[config.mk]
export PLATFORM = sky130hd
export DESIGN_NAME = dsm_cic_decimator
export DESIGN_NICKNAME = d
export VERILOG_FILES = /design/src/rtl/dsm_pkg.sv /design/src/rtl/cic_comb_stage.sv /design/src/rtl/dsm_cic_decimator.sv
export SDC_FILE = /design/constraint.sdc
export NUM_CORES = 1
export LEC_CHECK = 0
export ABC_AREA = 0
export BUFFER_PORTS_ARGS = -buffer_cell sky130_fd_sc_hd__buf_2
export CAP_MARGIN = 20
export CORE_ASPECT_RATIO = 1.1
export CORE_MARGIN = 4
export CORE_UTILIZATION = 35
export DETAILED_ROUTE_END_ITERATION = 8
export GPL_TIMING_DRIVEN = 0
export PLACE_DENSITY = 0.49
export SYNTH_ARGS = -nofsm -noshare
export SYNTH_HDL_FRONTEND = slang
export SYNTH_SLANG_ARGS = --single-unit
[constraint.sdc]
create_clock -name clk -period 6.4 [get_ports clk]
set_clock_uncertainty 0.15 [all_clocks]
set_input_delay 0.64 -clock clk [delete_from_list [all_inputs] [get_ports clk]]
set_output_delay 0.64 -clock clk [all_outputs]
set_load 0.1 [all_outputs]
[src/rtl/dsm_pkg.sv]
// Shared constants for the delta-sigma modulator and its CIC decimator.
// Holds the filter order and the accumulator width rule used by dsm_cic_decimator.
package dsm_pkg;

    localparam int CIC_ORDER = 3;

    // Modulator side: multi-level output sample width and oversampling ratio.
    localparam int DSM_OUT_W = 4;
    localparam int DSM_OSR   = 16;

    // Accumulator width that holds the full sinc^N DC gain without ambiguity.
    function automatic int cic_acc_w(input int in_w, input int dec_r);
        return in_w + CIC_ORDER * $clog2(dec_r);
    endfunction

endpackage

[src/rtl/cic_comb_stage.sv]
// One comb section of the CIC decimator: y = x - x_prev, evaluated on each valid input.
// Runs at the decimated rate; valid propagates one clock per stage.
module cic_comb_stage #(
    parameter int W = 16
) (
    input  logic         clk,
    input  logic         rst_n,
    input  logic         in_v,
    input  logic [W-1:0] in_d,
    output logic         out_v,
    output logic [W-1:0] out_d
);

    logic [W-1:0] z_reg;
    logic [W-1:0] out_d_reg;
    logic         out_v_reg;

    always_ff @(posedge clk) begin
        if (!rst_n) begin
            z_reg     <= '0;
            out_d_reg <= '0;
            out_v_reg <= 1'b0;
        end else begin
            out_v_reg <= in_v;
            if (in_v) begin
                out_d_reg <= in_d - z_reg;
                z_reg     <= in_d;
            end
        end
    end

    assign out_v = out_v_reg;
    assign out_d = out_d_reg;

endmodule

[src/rtl/dsm_cic_decimator.sv]
// Third-order CIC (sinc^3) decimator reconstructing words from a multi-level DSM stream.
// Optional macro DSM_CIC_ROUND_EN selects round-half-up with positive clamp instead of truncation.
module dsm_cic_decimator
    import dsm_pkg::*;
#(
    parameter int IN_W  = 4,
    parameter int DEC_R = 16,
    parameter int OUT_W = 12
) (
    input  logic             clk,
    input  logic             rst_n,
    input  logic             in_valid,
    input  logic [IN_W-1:0]  in_data,
    output logic             out_valid,
    output logic [OUT_W-1:0] out_data
);

    localparam int ACC_W = cic_acc_w(IN_W, DEC_R);
    localparam int CNT_W = (DEC_R > 1) ? $clog2(DEC_R) : 1;
    localparam int SHIFT = ACC_W - OUT_W;
    localparam logic [CNT_W-1:0] CNT_LAST = CNT_W'(DEC_R - 1);

    genvar gi;

    logic [ACC_W-1:0] in_ext;
    assign in_ext = {{(ACC_W - IN_W){in_data[IN_W-1]}}, in_data};

    // Integrator chain; each stage adds the previous stage's old value, so it is pipelined.
    logic [CIC_ORDER-1:0][ACC_W-1:0] integ_q;

    for (gi = 0; gi < CIC_ORDER; gi++) begin : g_integ
        logic [ACC_W-1:0] acc_reg;
        logic [ACC_W-1:0] addend;

        if (gi == 0) begin : g_first
            assign addend = in_ext;
        end else begin : g_rest
            assign addend = integ_q[gi-1];
        end

        always_ff @(posedge clk) begin
            if (!rst_n) begin
                acc_reg <= '0;
            end else if (in_valid) begin
                acc_reg <= acc_reg + addend;
            end
        end

        assign integ_q[gi] = acc_reg;
    end

    logic [CNT_W-1:0] cnt_reg;
    logic             tick;

    assign tick = in_valid && (cnt_reg == CNT_LAST);

    always_ff @(posedge clk) begin
        if (!rst_n) begin
            cnt_reg <= '0;
        end else if (in_valid) begin
            cnt_reg <= tick ? '0 : cnt_reg + CNT_W'(1);
        end
    end

    // Decimation sample: captures the last integrator before this cycle's update.
    logic [ACC_W-1:0] c0_reg;
    logic             v0_reg;

    always_ff @(posedge clk) begin
        if (!rst_n) begin
            c0_reg <= '0;
            v0_reg <= 1'b0;
        end else begin
            v0_reg <= tick;
            if (tick) begin
                c0_reg <= integ_q[CIC_ORDER-1];
            end
        end
    end

    logic             comb_v [CIC_ORDER+1];
    logic [ACC_W-1:0] comb_d [CIC_ORDER+1];

    assign comb_v[0] = v0_reg;
    assign comb_d[0] = c0_reg;

    for (gi = 0; gi < CIC_ORDER; gi++) begin : g_comb
        cic_comb_stage #(
            .W(ACC_W)
        ) u_stage (
            .clk  (clk),
            .rst_n(rst_n),
            .in_v (comb_v[gi]),
            .in_d (comb_d[gi]),
            .out_v(comb_v[gi+1]),
            .out_d(comb_d[gi+1])
        );
    end

    logic [ACC_W-1:0] y3;
    logic [OUT_W-1:0] scaled;

    assign y3 = comb_d[CIC_ORDER];

    if (SHIFT == 0) begin : g_scale_ident
        assign scaled = y3;
    end else begin : g_scale
`ifdef DSM_CIC_ROUND_EN
        localparam logic signed [ACC_W:0] HALF    = (ACC_W + 1)'(2 ** (SHIFT - 1));
        localparam logic signed [OUT_W:0] MAX_POS = (OUT_W + 1)'(2 ** (OUT_W - 1) - 1);

        logic signed [ACC_W:0] rounded;
        logic signed [OUT_W:0] shifted;

        // One guard bit keeps the rounding add from wrapping; only positive overflow is possible.
        assign rounded = $signed({y3[ACC_W-1], y3}) + HALF;
        assign shifted = (OUT_W + 1)'(rounded >>> SHIFT);
        assign scaled  = (shifted > MAX_POS) ? MAX_POS[OUT_W-1:0] : shifted[OUT_W-1:0];
`else
        assign scaled = OUT_W'($signed(y3) >>> SHIFT);
`endif
    end

    logic             out_valid_reg;
    logic [OUT_W-1:0] out_data_reg;

    always_ff @(posedge clk) begin
        if (!rst_n) begin
            out_valid_reg <= 1'b0;
            out_data_reg  <= '0;
        end else begin
            out_valid_reg <= comb_v[CIC_ORDER];
            if (comb_v[CIC_ORDER]) begin
                out_data_reg <= scaled;
            end
        end
    end

    assign out_valid = out_valid_reg;
    assign out_data  = out_data_reg;

endmodule

Yosys cells after proc, flatten, opt, wreduce, memory -nomap -nowiden
Cells that the tools add are included.
{"block": "classes", "reduce_logical": 1, "muxes": 1, "div": 0, "addsub": 7, "n_eq_ne": 1, "order_cmp": 0, "shift": 0, "bitwise": 0, "mul": 0}
{"op": "16-bit adder", "n": 3}
{"op": "16-bit subtractor", "n": 3}
{"op": "4-bit by 1-bit adder with 4-bit output (second input constant)", "n": 1}
{"op": "4-bit == test (second input constant)", "n": 1}
{"op": "4-bit two-way mux", "n": 1}
{"op": "1-bit logical AND", "n": 1}
{"block": "totals", "input_bits": 7, "word_cells": 27, "register_bits": 181, "memories": 0, "latchBits": 0, "romBits": 0, "ramBits": 0}

Depth between registers and ports, before layout
Gate-level depths: netlist (run 1).
{"block": "depth", "word_depth": 3, "depth_mapped": 10, "depth_no_buf": 10}

Modules after synthesis
Synthesis (run 1) repeated with hierarchy kept, for this count alone.
{"block": "unflattened", "cells_unflattened": 1278, "area_unflattened_um2": 10989.3}
{"mod": "cic_comb_stage", "cells_per_inst": 219, "n_inst": 3, "area_each_um2": 1940.6}
{"mod": "dsm_cic_decimator", "cells_per_inst": 621, "n_inst": 1, "area_each_um2": 5167.5}

Least setup slack after synthesis (run 1)
Ideal clock, no wire load.
{"block": "synth_path", "kind": "input to register", "startpoint": "input in_data[0]", "endpoint": "register g_integ[0].acc_reg[14]", "stages": 9, "slack_ns": 3.442, "t_arrival_ns": 2.686, "setup_ns": 0.122, "cell_sequence": "ha_1 -> fa_1 -> a21o_1 -> a21oi_1 -> nor3_1 -> o41ai_2 -> a21oi_1 -> nor4b_1 -> a311o_1"}
{"block": "synth_via", "elab_chain_cells": 1}
{"item": "start: declaration", "line_no": "dsm_cic_decimator.sv:13", "text": "input logic [IN_W-1:0] in_data,"}
{"item": "16-bit adder", "line_no": "dsm_cic_decimator.sv:45", "text": "acc_reg <= acc_reg + addend;"}
{"item": "end signal: assignment", "line_no": "dsm_cic_decimator.sv:45"}
{"item": "end: declaration", "line_no": "dsm_cic_decimator.sv:32", "text": "logic [ACC_W-1:0] acc_reg;"}
No other way between the ends.
A chain may end at the register's enable or synchronous reset.

Final worst setup path (run 1)
{"block": "layout_path", "startpoint": "register g_integ[0].acc_reg[0]", "endpoint": "register g_integ[0].acc_reg[14]"}
{"block": "layout_via", "elab_chain_cells": 1}
{"item": "16-bit adder", "line_no": "dsm_cic_decimator.sv:45"}
No other way between the ends.

==> results of run 1 <==
placed cells by master (no fill, tap or decap), types with 6 or more instances in the layout:
cell,count
nand4_1,14
o21ai_0,41
nor3_1,21
nand2b_1,14
nand3_1,34
clkbuf_1,43
o21a_1,12
buf_1,16
xnor2_1,31
nand3b_1,21
a21oi_1,81
and3_1,11
o21bai_1,10
nor2b_1,20
a211oi_1,22
nor2_1,155
ha_1,90
nand2_1,76
and4_1,6
o21ai_1,10
buf_2,17
o211ai_1,13
xor2_1,20
inv_1,63
dfxtp_1,177
a31oi_1,12
mux2i_1,99
a21o_1,37
or3_1,13
clkbuf_16,17
routing by layer:
| metal | vias up | GRT usage, % | part of all wire (%) |
|---|---|---|---|
| li1 | 4512 | - | - |
| met1 | 4079 | 23.7 | 49 |
| met2 | 122 | 28.8 | 47 |
| met3 | 24 | 2.26 | 2.8 |
| met4 | 0 | 4.51 | 1.2 |
| met5 | - | 0 | 0 |
critical path: cells and delay by family, from the launching register on:
| family | cells | cell delay, ps |
|---|---|---|
| fa+ha+maj | 2 | 660 |
| flops | 1 | 340 |
| simple gates | 2 | 320 |
| compound gates | 5 | 1520 |
how the worst min path moves through the flow:
stage	from	end	slack, ps	cells after the start
CTS	g_comb[2].u_stage.out_d[11]	g_comb[2].u_stage.out_d[11]	320	2
detailed placement	g_comb[2].u_stage.out_d[11]	g_comb[2].u_stage.out_d[11]	300	2
global placement	g_comb[2].u_stage.out_d[11]	g_comb[2].u_stage.out_d[11]	290	2
floorplan	g_comb[2].u_stage.out_d[11]	g_comb[2].u_stage.out_d[11]	270	2
finish	g_comb[2].u_stage.out_d[11]	g_comb[2].u_stage.out_d[11]	310	2
global route	g_integ[0].acc_reg[15]	g_integ[0].acc_reg[15]	360	2
through the flow:
| stage | utilization [%] | instance area [µm²] | setup WS (ps) | total power, mW | hold slack, ps |
|---|---|---|---|---|---|
| 6_report | 39.7 | 11800 | 3310 | 2.71 | 314 |
| 5_1_grt | 39.7 | 11800 | 3180 | 2.85 | 356 |
| 4_1_cts | 39.7 | 11800 | 3320 | 2.75 | 318 |
| 3_5_place_dp | 37.5 | 11100 | 2930 | 1.58 | 302 |
| 3_3_place_gp | 37.5 | 11100 | 2910 | 1.58 | 294 |
| 2_1_floorplan | - | 10600 | 3440 | 1.48 | 275 |
cell families (layout without fill, tap and decap cells):
family,Yosys count,in the layout,share of synthesized area (%)
fa+ha+maj,95,95,11.6
buf+inv,123,172,4.37
simple gates,402,402,18.3
flops,177,177,33.5
xor+xnor,51,51,4.23
compound gates,290,290,18.3
mux,102,102,9.70
report_power, final:
| part | internal, mW | switching (mW) | total, mW |
|---|---|---|---|
| combinational | 0.151 | 0.228 | 0.379 |
| clock | 0.670 | 0.489 | 1.16 |
| sequential | 1.14 | 0.0393 | 1.18 |
area by class of cell:
type | count | area [µm²] | area share (%)
plain buffers | 59 | 221 | 1.88
clock buffers | 17 | 425 | 3.62
clock inverters | 15 | 221 | 1.88
inverters | 64 | 240 | 2.04
multi-input cells | 940 | 6560 | 55.8
flip-flops and latches | 177 | 3540 | 30.1
well taps | 374 | 468 | 3.98
repair buffers | 17 | 85.1 | 0.723
==> run metrics, run 1 <==
setup TNS=0 ps; critical path type=reg -> reg; Fill cells=3,079; Die W=174 µm; n_diodes=0; Synth Flop Type=dfxtp_1; area leader, netlist=dfxtp_1; post-synthesis sequential area ratio=33.5%; synth-to-layout area growth=11.4%; Non-Filler Instances=1,663; Synth Cell Area=10,600 µm²; Die Ht=190 µm; clk_lat worst skew=430 ps; total grt overflow=0; Global Route Usage Sum=17.2%; MaxCap Viol Count=0; Critical Path Sink Type=flop; number of global-route vias before repair=8,326; Reg-to-Reg End=g_integ[0].acc_reg[14]; Critical Path Start Type=flop; Crit path required time=6580 ps; routed len/inst=16.7 µm; CTS Buffer Depth=2; Worst Setup EP=g_integ[0].acc_reg[14]; Cells after Synth=1,240; PD cells=231 nW/µm²; clock-pin slew on the worst setup and hold paths=80 ps; CTS H-tree depth=4; number of vias per cell=5.25; number of synthesized flops with an enable pin=0; Crit Reg-Reg Startpoint=g_integ[0].acc_reg[0]; Yosys top cell area share=33.5%; RePlAce Congestion=0.884; worst slew pin tran=1150 ps; Final Hold Viols=0; IO Pins=20; R2R Setup Slk=3310 ps; Final period util=48.3%; Initial DRC Count=472; largest net degree at the start of global routing=18; Row Count=66; Root Buffer=clkbuf_16; global-route wire length before repair=45,800 µm; Starting Density=35.6%; endpoints failing setup=0; Critical path origin=g_integ[0].acc_reg[0]; die area=33,000 µm²; Static Leakage=4.69 nW; Inst Count DP=1,631; Worst path slowest cell=o41ai_2; hpwl dp=20,900 µm; Synth warnings=0; total CTS buffers=17; Slew Limit Fails=0; Synth Register Bits=177; most common library cells after synthesis=dfxtp_1 (177), nor2_1 (155), mux2i_1 (99), ha_1 (90), a21oi_1 (81); outcome=completed; Net Count, Synth=1,342; mean post-synth cell area=8.52 µm²; unique cell type count in the Yosys netlist=66; FF-to-FF path depth=9; antenna viol nets, final=0; CP max FO=3; unrepaired setup endpoints after global routing=no; Area contributors post-synth=dfxtp_1 (34%), ha_1 (11%), mux2i_1 (9.4%); clock sink count=177; final WL=27,700 µm; total core area=29,600 µm²; post_cts resized=0; drt pass-1 iters=5; highest clock rate=324 MHz; DRC=0; Tmin final=3090 ps; Worst VDD drop=0.173 mV; initial antenna violation count=0; Via Count=8,737; Nets=1,378; CP cell instances=ha_1, fa_1, a21o_1, a21oi_1, nor3_1, o41ai_2, a21oi_1, nor4b_1, a311o_1; most used cell, CP=a21oi_1; hold bufs inserted after CTS=0; PortBufs=17; CP arrival=3270 ps; count leader, synth=dfxtp_1; CTS tree=built; fraction of layout cells with a size suffix above 1=5.04%; Hold Path Class=reg -> reg; asr flop ratio synth=0%; postcts setup bufs=0; Slew headroom=23.6%; Crit path largest cell delay=530 ps
(Power assumes the default switching activity.)
==> run 2, diff against run 1 <==
==> constraint.sdc (replaced) <==
create_clock -name clk -period 2.9 [get_ports clk]
set_clock_uncertainty 0.15 [all_clocks]
set_input_delay 0.29 -clock clk [delete_from_list [all_inputs] [get_ports clk]]
set_output_delay 0.29 -clock clk [all_outputs]
set_load 0.1 [all_outputs]
==> run 2 against run 1 <==
Compared with the run above:
- non-clock buffer count grew 2
- register-to-register slack lost 3200 ps
- sequential power grew 120%
- clock power grew 120%
- combinational power grew 120%
- sequential cell count is the same
- utilization grew 0.14 points
- critical path depth is the same
- first-iteration DRC count grew 12%
- critical path type unchanged
- largest cell class unchanged
- largest power group unchanged
- highest routed layer unchanged
==> run metrics, run 2 (same netlist as run 1, synthesis figures left out) <==
outcome=completed; total grt overflow=0 (unchanged); FF-to-FF path depth=9 (unchanged); Final Hold Viols=0 (unchanged); Critical path origin=g_integ[0].acc_reg[0]; commonest non-fill, non-tap cell in the layout=dfxtp_1; Nets=1,380 (+0.15%); Starting Density=35.6% (unchanged); Tmin final=2750 ps (-339 ps); number of global-route vias before repair=8,332 (+0.072%); Slew headroom=22.8% (-0.74 points); drt pass-1 iters=5 (unchanged); synth-to-layout area growth=11.7%; global-route wire length before repair=45,800 µm (about the same); total core area=29,600 µm² (unchanged); CP max FO=3 (unchanged); antenna viol nets, final=0 (unchanged); n_diodes=0 (unchanged); worst slew pin tran=1160 ps (+11.1 ps); Crit Reg-Reg Startpoint=g_integ[0].acc_reg[0]; hpwl dp=20,900 µm (unchanged); endpoints failing setup=0 (unchanged); post-route cell area=11,800 µm² (+0.35%); critical path type=reg -> reg; largest net degree at the start of global routing=18 (unchanged); DRC=0 (unchanged); Hold Path Class=in -> reg; Initial DRC Count=530 (+12%); die area=33,000 µm² (unchanged); Static Leakage=4.71 nW (+0.33%); IO Pins=20 (unchanged); Slew Limit Fails=0 (unchanged); clock sink count=177 (unchanged); number of vias per cell=5.24 (-0.35%); initial antenna violation count=0 (unchanged); Row Count=66 (unchanged); post-placement cell area=11,100 µm² (unchanged); Die Ht=190 µm (unchanged); Root Buffer=clkbuf_16; PD cells=509 nW/µm² (+120%); commonest non-fill, non-tap cells in the layout=dfxtp_1 (176), nor2_1 (155), mux2i_1 (99); clk_lat worst skew=430 ps (about the same); Core Util, Final=39.8% (+0.14 points); unrepaired setup endpoints after global routing=no; Fill cells=3,071 (-0.26%); RePlAce Congestion=0.884 (unchanged); Die W=174 µm (unchanged); Critical Path Sink Type=flop; CTS H-tree depth=4 (unchanged); final hold slack=86.3 ps (-228 ps); hold path start=in_data[0]; final WL=27,800 µm (+0.36%); Critical Path Start Type=flop; hold depth=4 (+2); Crit path required time=3070 ps (-3510 ps); fraction of layout cells with a size suffix above 1=5.65% (+0.61 points); routed len/inst=16.7 µm (+0.24%); total CTS buffers=17 (unchanged); clock-pin slew on the worst setup and hold paths=80 ps (about the same); Final period util=94.8% (+47 points); Via Count=8,717 (-0.23%); setup TNS=0 ps (unchanged); CTS Buffer Depth=2 (unchanged); PortBufs=17 (unchanged); CP arrival=2920 ps (-350 ps); Worst VDD drop=0.382 mV (+120%); Global Route Usage Sum=17.2% (about the same); highest clock rate=364 MHz (+12%); MaxCap Viol Count=0 (unchanged); CTS tree=built
run 2: changes by cell type in the layout (fill, tap and decap cells not counted):
cell	change
dfxtp_2	+1
a2111oi_2	+1
a221oi_1	-1
a211oi_2	+1
buf_4	+2
o21ai_0	-1
o21ai_1	+1
dfxtp_1	-1
a221oi_2	+1
a211oi_1	-1
a21oi_2	+2
a21oi_1	-2
a2111oi_0	-1
run 2: worst paths after layout:
path	to	slack [ps]
max	g_integ[1].acc_reg[10]	150
min	g_integ[0].acc_reg[0]	90
max reg2reg	g_integ[1].acc_reg[10]	150
min reg2reg	g_comb[2].u_stage.out_d[12]	320
run 2: power by group:
group	switching [mW]	leakage, nW	internal (mW)
Clock	1.09	0.310	1.48
Sequential	0.0876	1.43	2.51
Combinational	0.509	2.97	0.339
Total	1.68	4.71	4.33
run 2: per-layer routing:
metal	vias up	GRT usage (%)	routed length [µm]	share of wire (%)
met5	-	0	0	0
met4	0	4.51	349	1.3
met3	22	2.26	649	2.3
met2	98	28.8	13000	47
met1	4083	23.7	13800	50
li1	4514	-	-	-
run 2: cell type report:
cell class,count,area (µm²),share of cell area (%)
plain buffers,59,221,1.88
clock buffers,17,425,3.60
clock inverters,15,221,1.88
inverters,64,240,2.03
multi-input cells,940,6590,55.8
flip-flops and latches,177,3540,30.0
well taps,374,468,3.96
repair buffers,19,100,0.848
run 2: metrics by stage:
step           setup WS [ps]  power, mW  cells
3_3_place_gp            -237       3.48   1631
5_1_grt                 6.26       6.30   1665
3_5_place_dp            -215       3.49   1631
4_1_cts                 52.7       6.06   1665
2_1_floorplan            283       3.26   1240
6_report                 150       6.01   1665
run 2: critical path: stages, from the launching register on:
cell      delay, ps
dfxtp_1         340
ha_1            230
fa_1            420
a21oi_1         210
o21ai_1         120
a21oi_2         280
o21bai_1        180
a22oi_1         290
mux2i_1         120
a311o_1         310
run 2: timing repair:
| action | CTS | global route |
|---|---|---|
| pin swaps | 1 | 0 |
| cloned | 0 | 0 |
| hold buffers | 0 | 0 |
| setup endpoints to repair | 1 | 8 |
| resized for setup | 0 | 8 |
| setup buffers | 2 | 0 |
==> run 3, diff against run 2 <==
--- a/config.mk
+++ b/config.mk
@@ -10,10 +10,10 @@
 export CAP_MARGIN = 20
 export CORE_ASPECT_RATIO = 1.1
 export CORE_MARGIN = 4
-export CORE_UTILIZATION = 35
+export CORE_UTILIZATION = 50
 export DETAILED_ROUTE_END_ITERATION = 8
 export GPL_TIMING_DRIVEN = 0
-export PLACE_DENSITY = 0.49
+export PLACE_DENSITY = 0.65
 export SYNTH_ARGS = -nofsm -noshare
 export SYNTH_HDL_FRONTEND = slang
 export SYNTH_SLANG_ARGS = --single-unit
==> constraint.sdc (replaced) <==
create_clock -name clk -period 3.27 [get_ports clk]
set_clock_uncertainty 0.15 [all_clocks]
set_input_delay 0.327 -clock clk [delete_from_list [all_inputs] [get_ports clk]]
set_output_delay 0.327 -clock clk [all_outputs]
set_load 0.1 [all_outputs]
==> run 3 against run 2 <==
Compared with the run above:
- critical path depth stayed put
- first-iteration DRC count is 5.5% lower
- sequential power down 12%
- power decreased by 14%
- sequential share of layout area up 0.47 points
- clock-buffer cell count is 4 higher
- maximum frequency is 9.9% lower
- final cell count fell by 5.5%
- via count is 1.7% higher
- hold slack better by 26 ps
- critical path type unchanged
==> run metrics, run 3 (same netlist as run 1, synthesis figures left out) <==
outcome=completed; Crit Reg-Reg Startpoint=g_integ[0].acc_reg[0]; hold bufs inserted after CTS=0 (unchanged); CP Buf/Inv Count=0 (unchanged); Via Count=8,863 (+1.7%); n_diodes=0 (unchanged); Crit path largest cell delay=500 ps (+80 ps); Inst Count DP=1,542 (-5.5%); DRC=0 (unchanged); unrepaired setup endpoints after global routing=no; R2R Setup Slk=220 ps (+70 ps); global-route wire length before repair=42,800 µm (-6.5%); Tmin final=3050 ps (+302 ps); Reg-to-Reg End=g_integ[0].acc_reg[14]; MaxCap Viol Count=0 (unchanged); final hold slack=112 ps (+25.9 ps); clk_lat worst skew=430 ps (about the same); IO Pins=20 (unchanged); endpoint with the worst hold slack=g_integ[0].acc_reg[0]; CP cell instances=ha_1, fa_1, a21o_1, a21oi_1, nor3_1, o41ai_2, a21oi_1, nor4b_1, a311o_1; routed len/inst=16.5 µm (-1.2%); number of global-route vias before repair=8,315 (-0.20%); highest clock rate=328 MHz (-9.9%); CP arrival=3230 ps (+310 ps); Fill cells=1,953 (-36%); CTS Buffer Depth=2 (unchanged); most used cell, CP=a21oi_1; Root Buffer=clkbuf_16; critical path type=reg -> reg; Crit path required time=3450 ps (+380 ps); die area=23,500 µm² (-29%); crit-path leading delay family=compound AO/OA/AOI/OAI gates; Global Route Usage Sum=22.2% (+4.9 points); post-route setup slack=218 ps (+68.5 ps); PD cells=444 nW/µm² (-13%); hpwl dp=19,200 µm (-7.9%); largest net degree at the start of global routing=17 (-1); total CTS buffers=17 (unchanged); Setup Slack @ Placement=199 ps (+415 ps); CP max FO=3 (unchanged); commonest non-fill, non-tap cell in the layout=dfxtp_1; endpoints failing setup=0 (unchanged); hold path start=in_data[0]; drt pass-1 iters=5 (unchanged); FF-to-FF path depth=9 (unchanged); Slew headroom=36.9% (+14 points); antenna viol nets, final=0 (unchanged); Die W=147 µm (-16%); Nets=1,378 (-0.14%); synth-to-layout area growth=9.98%; setup TNS=0 ps (unchanged); post-route cell area=11,600 µm² (-1.6%); final WL=26,000 µm (-6.6%); commonest non-fill, non-tap cells in the layout=dfxtp_1 (177), nor2_1 (155), mux2i_1 (99); post_cts resized=0 (unchanged); PortBufs=17 (unchanged); Final Hold Viols=0 (unchanged); clock-pin slew on the worst setup and hold paths=70 ps (about the same); Design Power=5.16 mW (-14%); Static Leakage=4.68 nW (-0.57%); postcts setup bufs=0 (-2); hold depth=4 (unchanged); post-placement cell area=11,000 µm² (-1.0%); CTS tree=built; RePlAce Congestion=0.925 (+4.7%); Starting Density=51.0% (+15 points); initial antenna violation count=0 (unchanged); total core area=20,700 µm² (-30%); Worst path slowest cell=o41ai_2; Initial DRC Count=501 (-5.5%); fraction of layout cells with a size suffix above 1=4.97% (-0.69 points); Slew Limit Fails=0 (unchanged); Worst path depth=9 (unchanged); CTS H-tree depth=4 (unchanged); Final period util=93.3% (-1.5 points); Core Util, Final=56.1% (+16 points); Hold Path Class=in -> reg; Row Count=55 (-17%); Worst VDD drop=0.343 mV (-10%); Critical Path Start Type=flop; Non-Filler Instances=1,574 (-5.5%); Critical Path Sink Type=flop; total grt overflow=0 (unchanged); Die Ht=160 µm (-16%); worst slew pin tran=946 ps (-212 ps); clock sink count=177 (unchanged); number of vias per cell=5.63 (+7.6%)
-- run 3: cell count changes in the layout (fill, tap and decap cells not counted), moves of 2 or more --
cell	before	now
clkinv_4	0	4
clkbuf_8	0	3
inv_8	5	2
a21oi_1	79	81
a21oi_2	3	1
buf_4	2	0
bufinv_16	4	2
clkinvlp_4	3	1
-- run 3: worst max-delay path by stage --
stage / startpoint / to
after global placement: in_data[0] / g_integ[0].acc_reg[14]
after global routing: g_integ[0].acc_reg[0] / g_integ[0].acc_reg[14]
after CTS: g_integ[0].acc_reg[0] / g_integ[0].acc_reg[14]
final: g_integ[0].acc_reg[0] / g_integ[0].acc_reg[14]
after detailed placement: in_data[0] / g_integ[0].acc_reg[14]
after floorplan: in_data[0] / g_integ[0].acc_reg[14]
-- run 3: layout make-up --
class | count | area, µm² | share of cell area, %
Buffer | 59 | 221 | 1.91
Clock buffer | 21 | 470 | 4.05
Clock inverter | 11 | 143 | 1.23
Inverter | 64 | 240 | 2.07
Multi-Input combinational cell | 940 | 6560 | 56.5
Sequential cell | 177 | 3540 | 30.5
Tap cell | 285 | 357 | 3.07
Timing Repair Buffer | 17 | 85.1 | 0.732
-- run 3: report_power, final --
part / internal, mW / switching [mW] / total, mW
Sequential: 2.23 / 0.0767 / 2.30
Combinational: 0.294 / 0.438 / 0.732
Clock: 1.21 / 0.914 / 2.12
Total: 3.73 / 1.43 / 5.16
-- run 3: routing by layer --
metal	GRT usage [%]	routed length, µm	vias to the layer above
met5	0	0	-
met4	6.20	373	0
met3	3.56	1070	28
met2	37.3	12300	166
met1	29.5	12200	4144
li1	-	-	4525
-- run 3: worst reg2reg max path: stages (launching register included) --
cell,delay (ps)
dfxtp_1,340
ha_1,240
fa_1,420
a21o_1,200
a21oi_1,270
nor3_1,140
o41ai_2,500
a21oi_1,160
nor4b_1,180
a311o_1,330
